$ cat src/rtl/rv32i_types.sv
// RV32I memory-stage types and access-width helpers shared by the MEM controller and aligner.
// Declarations only: no latency, no flow control.
package rv32i_types;

    typedef enum logic [2:0] {
        LB  = 3'b000,
        LH  = 3'b001,
        LW  = 3'b010,
        LBU = 3'b100,
        LHU = 3'b101
    } load_funct3_t;

    typedef enum logic [2:0] {
        SB = 3'b000,
        SH = 3'b001,
        SW = 3'b010
    } store_funct3_t;

    typedef enum logic [1:0] {
        IDLE   = 2'd0,
        ACCESS = 2'd1,
        DONE   = 2'd2
    } mem_state_t;

    typedef enum logic [1:0] {
        W_BYTE = 2'd0,
        W_HALF = 2'd1,
        W_WORD = 2'd2
    } access_width_t;

    // Any funct3 code outside the defined load/store set is handled as a word access.
    function automatic access_width_t access_width(input logic is_store, input logic [2:0] f3);
        access_width_t w;
        w = W_WORD;
        if (is_store) begin
            case (f3)
                SB:      w = W_BYTE;
                SH:      w = W_HALF;
                default: w = W_WORD;
            endcase
        end else begin
            case (f3)
                LB, LBU: w = W_BYTE;
                LH, LHU: w = W_HALF;
                default: w = W_WORD;
            endcase
        end
        return w;
    endfunction

    function automatic logic [3:0] byte_enables(input access_width_t w, input logic [1:0] off);
        logic [3:0] be;
        case (w)
            W_BYTE:  be = 4'b0001 << off;
            W_HALF:  be = 4'b0011 << off;
            default: be = 4'b1111;
        endcase
        return be;
    endfunction

    function automatic logic is_misaligned(input access_width_t w, input logic [1:0] off);
        logic mis;
        case (w)
            W_HALF:  mis = off[0];
            W_WORD:  mis = (off != 2'b00);
            default: mis = 1'b0;
        endcase
        return mis;
    endfunction

    function automatic logic [31:0] replicate_wdata(input access_width_t w, input logic [31:0] d);
        logic [31:0] r;
        case (w)
            W_BYTE:  r = {4{d[7:0]}};
            W_HALF:  r = {2{d[15:0]}};
            default: r = d;
        endcase
        return r;
    endfunction

endpackage

$ cat src/rtl/mem_align.sv
// Selects the addressed byte/half lane of a memory read word and sign/zero extends it.
// Purely combinational (zero latency); no flow control.
module mem_align (
    input  logic [2:0]  funct3_i,
    input  logic [1:0]  offset_i,
    input  logic [31:0] rdata_i,
    output logic [31:0] data_o
);
    import rv32i_types::*;

    logic [7:0]  byte_lane;
    logic [15:0] half_lane;

    always_comb begin
        case (offset_i)
            2'd0:    byte_lane = rdata_i[7:0];
            2'd1:    byte_lane = rdata_i[15:8];
            2'd2:    byte_lane = rdata_i[23:16];
            default: byte_lane = rdata_i[31:24];
        endcase
        half_lane = offset_i[1] ? rdata_i[31:16] : rdata_i[15:0];
    end

    always_comb begin
        case (funct3_i)
            LB:      data_o = {{24{byte_lane[7]}}, byte_lane};
            LH:      data_o = {{16{half_lane[15]}}, half_lane};
            LBU:     data_o = {24'd0, byte_lane};
            LHU:     data_o = {16'd0, half_lane};
            default: data_o = rdata_i;
        endcase
    end

endmodule

$ cat src/rtl/mem_stage_ctrl.sv
// MEM-stage data-memory controller: latches one load/store, holds the request until dmem_resp, then releases the pipeline.
// Latency >= 3 cycles (IDLE, ACCESS.., DONE); stall backpressures all pipeline registers until the DONE cycle.
module mem_stage_ctrl (
    input  logic        clk,
    input  logic        rst_n,
    input  logic        mem_read,
    input  logic        mem_write,
    input  logic [2:0]  funct3,
    input  logic [31:0] addr,
    input  logic [31:0] wdata,
    input  logic        dmem_resp,
    input  logic [31:0] dmem_rdata,
    output logic        dmem_read,
    output logic        dmem_write,
    output logic [31:0] dmem_address,
    output logic [3:0]  dmem_byte_enable,
    output logic [31:0] dmem_wdata,
    output logic        stall,
    output logic [31:0] load_data,
    output logic        misaligned
);
    import rv32i_types::*;

    mem_state_t    state_q, state_d;
    logic [31:0]   addr_q, addr_d;
    logic [1:0]    off_q, off_d;
    logic [3:0]    be_q, be_d;
    logic [31:0]   wdata_q, wdata_d;
    logic [2:0]    funct3_q, funct3_d;
    logic          store_q, store_d;
    logic [31:0]   load_q, load_d;

    logic          req_vld;
    logic          req_mis;
    access_width_t req_width;
    logic [31:0]   aligned_rdata;

    // A simultaneous read+write is a store.
    assign req_vld   = mem_read | mem_write;
    assign req_width = access_width(mem_write, funct3);
    assign req_mis   = is_misaligned(req_width, addr[1:0]);

    mem_align u_mem_align (
        .funct3_i (funct3_q),
        .offset_i (off_q),
        .rdata_i  (dmem_rdata),
        .data_o   (aligned_rdata)
    );

    assign dmem_address = addr_q;
    assign dmem_wdata   = wdata_q;

    always_comb begin
        state_d          = state_q;
        addr_d           = addr_q;
        off_d            = off_q;
        be_d             = be_q;
        wdata_d          = wdata_q;
        funct3_d         = funct3_q;
        store_d          = store_q;
        load_d           = load_q;
        dmem_read        = 1'b0;
        dmem_write       = 1'b0;
        dmem_byte_enable = 4'b0000;
        stall            = 1'b0;
        load_data        = 32'd0;
        misaligned       = 1'b0;

        case (state_q)
            IDLE: begin
                // rst_n gating keeps the combinational IDLE outputs quiet while reset is held.
                if (rst_n && req_vld) begin
                    if (req_mis) begin
                        misaligned = 1'b1;
                    end else begin
                        stall    = 1'b1;
                        addr_d   = {addr[31:2], 2'b00};
                        off_d    = addr[1:0];
                        be_d     = byte_enables(req_width, addr[1:0]);
                        wdata_d  = replicate_wdata(req_width, wdata);
                        funct3_d = funct3;
                        store_d  = mem_write;
                        state_d  = ACCESS;
                    end
                end
            end
            ACCESS: begin
                stall            = 1'b1;
                dmem_read        = ~store_q;
                dmem_write       = store_q;
                dmem_byte_enable = be_q;
                if (dmem_resp) begin
                    load_d  = store_q ? 32'd0 : aligned_rdata;
                    state_d = DONE;
                end
            end
            DONE: begin
                load_data = load_q;
                state_d   = IDLE;
            end
            default: state_d = IDLE;
        endcase
    end

    always_ff @(posedge clk or negedge rst_n) begin
        if (!rst_n) begin
            state_q  <= IDLE;
            addr_q   <= 32'd0;
            off_q    <= 2'd0;
            be_q     <= 4'd0;
            wdata_q  <= 32'd0;
            funct3_q <= 3'd0;
            store_q  <= 1'b0;
            load_q   <= 32'd0;
        end else begin
            state_q  <= state_d;
            addr_q   <= addr_d;
            off_q    <= off_d;
            be_q     <= be_d;
            wdata_q  <= wdata_d;
            funct3_q <= funct3_d;
            store_q  <= store_d;
            load_q   <= load_d;
        end
    end

endmodule
$ cat config.mk
export PLATFORM = sky130hd
export DESIGN_NAME = mem_stage_ctrl
export DESIGN_NICKNAME = d
export VERILOG_FILES = /design/src/rtl/rv32i_types.sv /design/src/rtl/mem_align.sv /design/src/rtl/mem_stage_ctrl.sv
export SDC_FILE = /design/constraint.sdc
export NUM_CORES = 1
export LEC_CHECK = 0
export BUFFER_PORTS_ARGS = -buffer_cell sky130_fd_sc_hd__buf_2
export CAP_MARGIN = 20
export CORE_ASPECT_RATIO = 0.9
export CORE_MARGIN = 4
export CORE_UTILIZATION = 30
export DETAILED_ROUTE_END_ITERATION = 6
export HOLD_SLACK_MARGIN = 0.15
export PLACE_DENSITY = 0.64
export SYNTH_ARGS = -nofsm -noshare
export SYNTH_HDL_FRONTEND = slang
export SYNTH_SLANG_ARGS = --single-unit
$ cat constraint.sdc
create_clock -name clk -period 8.4 [get_ports clk]
set_input_delay 2.52 -clock clk [delete_from_list [all_inputs] [get_ports clk]]
set_output_delay 2.52 -clock clk [all_outputs]
set_load 0.01 [all_outputs]
Yosys cells after proc, flatten, opt, wreduce, memory -nomap -nowiden

Index checks and enable logic that the tools add are counted.

Logic and storage cells: 64
Output and inout port bits: 104
Register bits after elaboration: 106

Bitwise gates (word level): 3
Mux-type cells: 24
Reduce and logical (&&, ||, !) cells: 12
Shift operators: 2
Equal/unequal tests: 15

Operators by type and width:

| kind                                                                  | count |
|---|---|
| 32-bit case mux with 4 select lines                                   | 1 |
| 32-bit 2-to-1 mux                                                     | 2 |
| 32-bit case mux with 2 select lines                                   | 1 |
| 8-bit case mux with 3 select lines                                    | 1 |
| 16-bit 2-to-1 mux                                                     | 1 |
| 3-bit equality test, second input constant                            | 4 |
| 2-bit case mux with 2 select lines                                    | 3 |
| 2-bit 2-to-1 mux                                                      | 4 |
| 4-bit case mux with 2 select lines                                    | 1 |
| 1-bit 2-to-1 mux                                                      | 7 |
| 2-bit by 1-bit equality test with 1-bit output, second input constant | 3 |
| 2-bit equality test, second input constant                            | 3 |
| 3-bit by 1-bit equality test with 1-bit output, second input constant | 2 |
| 2-bit logical NOT                                                     | 3 |
| 3-bit logical NOT                                                     | 2 |
| 2-bit != test, second input constant                                  | 3 |
| 3-bit AND reduction                                                   | 2 |
| 4-bit 2-to-1 mux                                                      | 1 |
| 1-bit case mux with 2 select lines                                    | 2 |
| 2-bit OR reduction                                                    | 2 |
| 1-bit by 2-bit << shifter with 4-bit output, first input constant     | 1 |
| 2-bit by 2-bit << shifter with 4-bit output, first input constant     | 1 |
| 1-bit inverter                                                        | 2 |
| 2-bit AND reduction                                                   | 1 |
| 3 further kinds                                                       | 3 |

Logic depth before layout (Yosys ltp)

Depth after elaboration: 9
Mapped depth: 11
Depth with buffers taken out: 8

Cells and area by module

Synthesis repeated with hierarchy kept, for this count alone.

Cells, all modules: 545
Area total of the unflattened synthesis: 5763.0 µm²

By module, submodules not included:

| module         | area each (µm²) | cells each | instances |
|---|---|---|---|
| mem_stage_ctrl | 5039.8          | 414        | 1 |
| mem_align      | 723.2           | 131        | 1 |

Worst setup path before layout

Ideal clock, no wire load.

Path kind: input-to-output
From: input port mem_write
To: output port stall
Stages on the path: 11
Path slack: 1809 ps
Required time: 5880 ps
Data arrival time: 4071 ps
Cells stage by stage: a21oi_1 -> nand2_1 -> inv_1 -> ha_1 -> clkbuf_1 -> nand2_1 -> a21bo_2 -> nand2b_1 -> buf_2 -> buf_4 -> nand2_1

Word-level cells in the longest chain between the ends: 6

Ends and longest elaborated chain:

| what                                                                                  | RTL line             | text |
|---|---|---|
| start, declared                                                                       | mem_stage_ctrl.sv:7  | `input logic mem_write,` |
| 2-bit 2-to-1 mux                                                                      | rv32i_types.sv:35    | `if (is_store) begin` |
| 2-bit equality test or 2-bit by 1-bit equality test with 1-bit output (tied branches) | rv32i_types.sv:63    | `case (w)` |
| 1-bit case mux with 2 select lines                                                    | rv32i_types.sv:63    |  |
| 1-bit 2-to-1 mux                                                                      | mem_stage_ctrl.sv:73 | `if (req_mis) begin` |
| 1-bit 2-to-1 mux *                                                                    | mem_stage_ctrl.sv:72 | `if (rst_n && req_vld) begin` |
| 1-bit case mux with 2 select lines *                                                  | mem_stage_ctrl.sv:69 | `case (state_q)` |
| end, declared                                                                         | mem_stage_ctrl.sv:18 | `output logic stall,` |

Every way passes the cells marked *; elsewhere a longest branch is shown, timed or not.

Worst setup path in the final report

Ends and elaborated chain as after synthesis.

==> impl_results.md <==
* Outcome: finished clean
* Internal power at 1.30 mW
* Routed Antenna Nets at 0
* Fmax achieved at 152 MHz
* Critical Path End Type: primary output
* Gates resized, CTS repair at 0
* Vias in the first global route at 4513
* Tot GR Track Use at 15.2%
* Starting Density at between 30% and 40%
* Final TNS setup at 0 ns
* Worst Hold Class: reg2reg
* Port Buffers at a little over 200
* Synth unique cells at 38
* Final Net Count at approximately 730
* Mux contribution to synthesized area at 19.1%
* Wirelength, routed at 14800 um
* Final Setup Violations at 0
* Switching power at around 0.7 mW
* Post-synthesis compound-gate area fraction at between 10 and 15%
* Switching Share at approximately a third
* Hold Vio Cnt, Final at 0
* Worst-Skew Late Latency at roughly 0.36 ns
* Row count at 45
* Drt via density at 4.90
* Synth Area in Adders at 0.723%
* Gpl congestion at 0.835
* Combinational power share at around 36%
* CTS Buffer Depth at 2
* Lkg Pwr at 3.28 nW
* Met3 usage at under 10%
* Post-CTS Setup Inserts at 0
* XOR/XNOR Fraction of Synth Area at 0%
* Drt wl/cell at 17.2 um
* Final non-filler cell total at approximately 860
* Sequential share of power at approximately 43%
* DRT Pass-1 Iters at 4
* Relative slew slack at a little under two fifths
* Setup repair after global routing missed its margin: no
* Top cell by count, worst path: nand2_1
* Die X at between 100 and 150 um
* Core Area at ~17000 um2
* Register Area at 2650 um2
* Top delay family on crit path: buffers and inverters
* Largest net degree at the start of global routing at 74
* Worst vdd ir at ~0.13 mV
* # diodes at 0
* Max-slew violations at 0
* Syn Inst Count at 430
* M1 GR Usage at between 10% and 20%
* Worst Path Buf+Inv at 4
* Clk root buf: clkbuf_16
* Met2 usage at approximately 25%
* Total congestion overflow at 0
* Crit path max fanout at 16
* Die ar. at a little under 20000 um2
* Post-Synth Simple-Gate Area at a little over a tenth
* Tightest Pin Transition at 0.926 ns
* Via count at ~4200
* Critical path type: in2out
* CP Data Arrival Time at slightly above 4 ns
* Top Usage Layer GRT: met2
* FILL cells at around 1700
* Mapped Area at between 5000 and 6000 um2
* Post-CTS Hold Buffers at 0
* Max Clock Skew at 0.0110 ns
* Placed cell count at ~840
* Cell chain of the critical path: buf_2 -> a21oi_1 -> nand2_1 -> inv_1 -> ha_1 -> buf_4 -> nand2_1 -> a21bo_2 -> nand2b_4 -> nand2_1 -> buf_2
* Post-detail-place hpwl at roughly 11000 um
* Initial drt markers at ~250
* Most common cell after layout, fill and taps aside: buf_2
* Layout area overhead at 29.0%
* First-pass GRT wire length at 23900 um
* DRC at 0
* Synth warnings at 0
* Pwr Total at 2.00 mW
* CTS H-Tree Depth at 3
* TritonCTS Buffers at 9
* Clock-pin slew on the worst setup and hold paths at roughly 0.08 ns
* Slowest-stage cell, CP: a21oi_1
* Initial antenna violation count at 3
* Largest family of logic cells by synthesized area: multiplexers
* Multi-input gate area at 2340 um2
* Max-cap violations at 0
* Final worst-path cycle share at just under 80%
* CP peak stage delay at between 0.2 and 0.3 ns
* R2R Setup Slk at just over 6 ns
* Clk pwr share at a little over a fifth
* Critical path launch point type: primary input
* Die height at around 130 um
* Register area share after synthesis at between 50 and 60%
* Register bit total from synthesis at 106
* IO Count at roughly 210
* CTS tree: yes
* Layout cell share with drive strength beyond 1 at roughly half
* Tmin final at 6.60 ns
* Most frequent cells in the layout: buf_2 (204), dfrtp_1 (106), mux2_2 (82), and2_1 (38), nand2_1 (26)
* # clock sinks at ~110
* Mean Syn Cell Area at 12.1 um2
* Worst EP required at approximately 6 ns
* Cell Pwr Density at around 300 nW/um2
cells in the mapped netlist:
cell | n | area (um2)
a221o_2 | 6 | 67.6
dfrtp_1 | 106 | 2650
a31oi_1 | 3 | 18.8
buf_6 | 2 | 22.5
a22oi_1 | 8 | 60.1
mux2_4 | 2 | 30.0
mux2_2 | 82 | 923
o211ai_1 | 2 | 15.0
a21bo_2 | 1 | 10.0
buf_2 | 7 | 35.0
nor3b_2 | 1 | 12.5
o22ai_1 | 7 | 43.8
o21a_1 | 1 | 7.51
and2_1 | 38 | 238
a211oi_1 | 4 | 30.0
nand2_1 | 26 | 97.6
ha_1 | 3 | 37.5
nand3_1 | 1 | 5.00
mux2i_1 | 4 | 40.0
nor3_1 | 3 | 15.0
a22oi_4 | 1 | 21.3
o221ai_1 | 9 | 78.8
a221o_1 | 11 | 110
buf_1 | 1 | 3.75
clkinv_1 | 1 | 3.75
nand2b_1 | 14 | 87.6
or2_2 | 1 | 6.26
clkbuf_1 | 15 | 56.3
o21ai_0 | 12 | 60.1
nor2_1 | 11 | 41.3
inv_1 | 6 | 22.5
buf_4 | 8 | 60.1
a211oi_4 | 1 | 20.0
a21oi_1 | 3 | 15.0
conb_1 | 1 | 3.75
nor2b_1 | 8 | 50.1
a22o_1 | 11 | 96.3
a32o_1 | 9 | 90.1
per-stage QoR:
step	worst slack [ns]	hold WS (ns)	util [%]	area (um2)
detailed placement	1.77	0.465	37.7	6390
global route	1.61	0.512	39.5	6690
global placement	1.78	0.460	37.7	6390
floorplan	1.81	0.442	-	5190
CTS	1.77	0.483	39.4	6690
finish	1.80	0.477	39.5	6690
path summary, 6_finish.rpt:
kind | startpoint | to | cells past startpoint
setup reg to reg | off_q[1]$_DFFE_PN0P_ | load_q[21]$_DFFE_PN0P_ | 4
min in group asynchronous | rst_n | state_q[1]$_DFFE_PN0P_ | 1
max in group asynchronous | rst_n | dmem_address[22]$_DFFE_PN0P_ | 2
setup / recovery | mem_write | stall | 11
hold / removal | load_q[1]$_DFFE_PN0P_ | load_q[1]$_DFFE_PN0P_ | 2
hold reg to reg | load_q[1]$_DFFE_PN0P_ | load_q[1]$_DFFE_PN0P_ | 2
logic make-up (layout without fill, tap and decap cells):
kind of cell,after synthesis,in the layout
flops,106,106
mux,88,88
compound gates,89,89
buf+inv,40,235
fa+ha+maj,3,3
simple gates,103,103
other cells,1,2
registers in the layout, summed over array words and instances (netlist names):
name	count
be_q	4
funct3_q	3
dmem_wdata	32
dmem_address	30
off_q	2
store_q	1
load_q	32
state_q	2
worst register-to-register path, delay by kind of cell (launching register included):
kind / cells / cell delay, ns
compound gates: 3 / 1.06
flops: 1 / 0.91
simple gates: 1 / 0.31
power groups by stage:
stage          sequential [mW]  clock [mW]  combinational (mW)
4_1_cts                  0.861       0.441               0.724
5_1_grt                  0.891       0.464               0.782
3_3_place_gp             0.856           0               0.706
2_1_floorplan            0.873           0               0.425
3_5_place_dp             0.867           0               0.724
6_report                 0.858       0.424               0.714
area by class of cell:
type                    count  area share [%]
well taps                 235            4.39
multi-input cells         285            35.0
clock inverters             6           0.841
repair buffers            212            16.2
inverters                   7           0.393
clock buffers              10            3.57
flip-flops and latches    106            39.6
routing by layer:
metal / vias up / wire (um) / share of wire, %
met4: 6 / 295 / 2.0
met3: 25 / 1280 / 8.7
met1: 2068 / 6050 / 41
li1: 1944 / - / -
met2: 174 / 7100 / 48
met5: - / 42 / 0.28
Note: power is estimated with default switching activity, not from simulation.
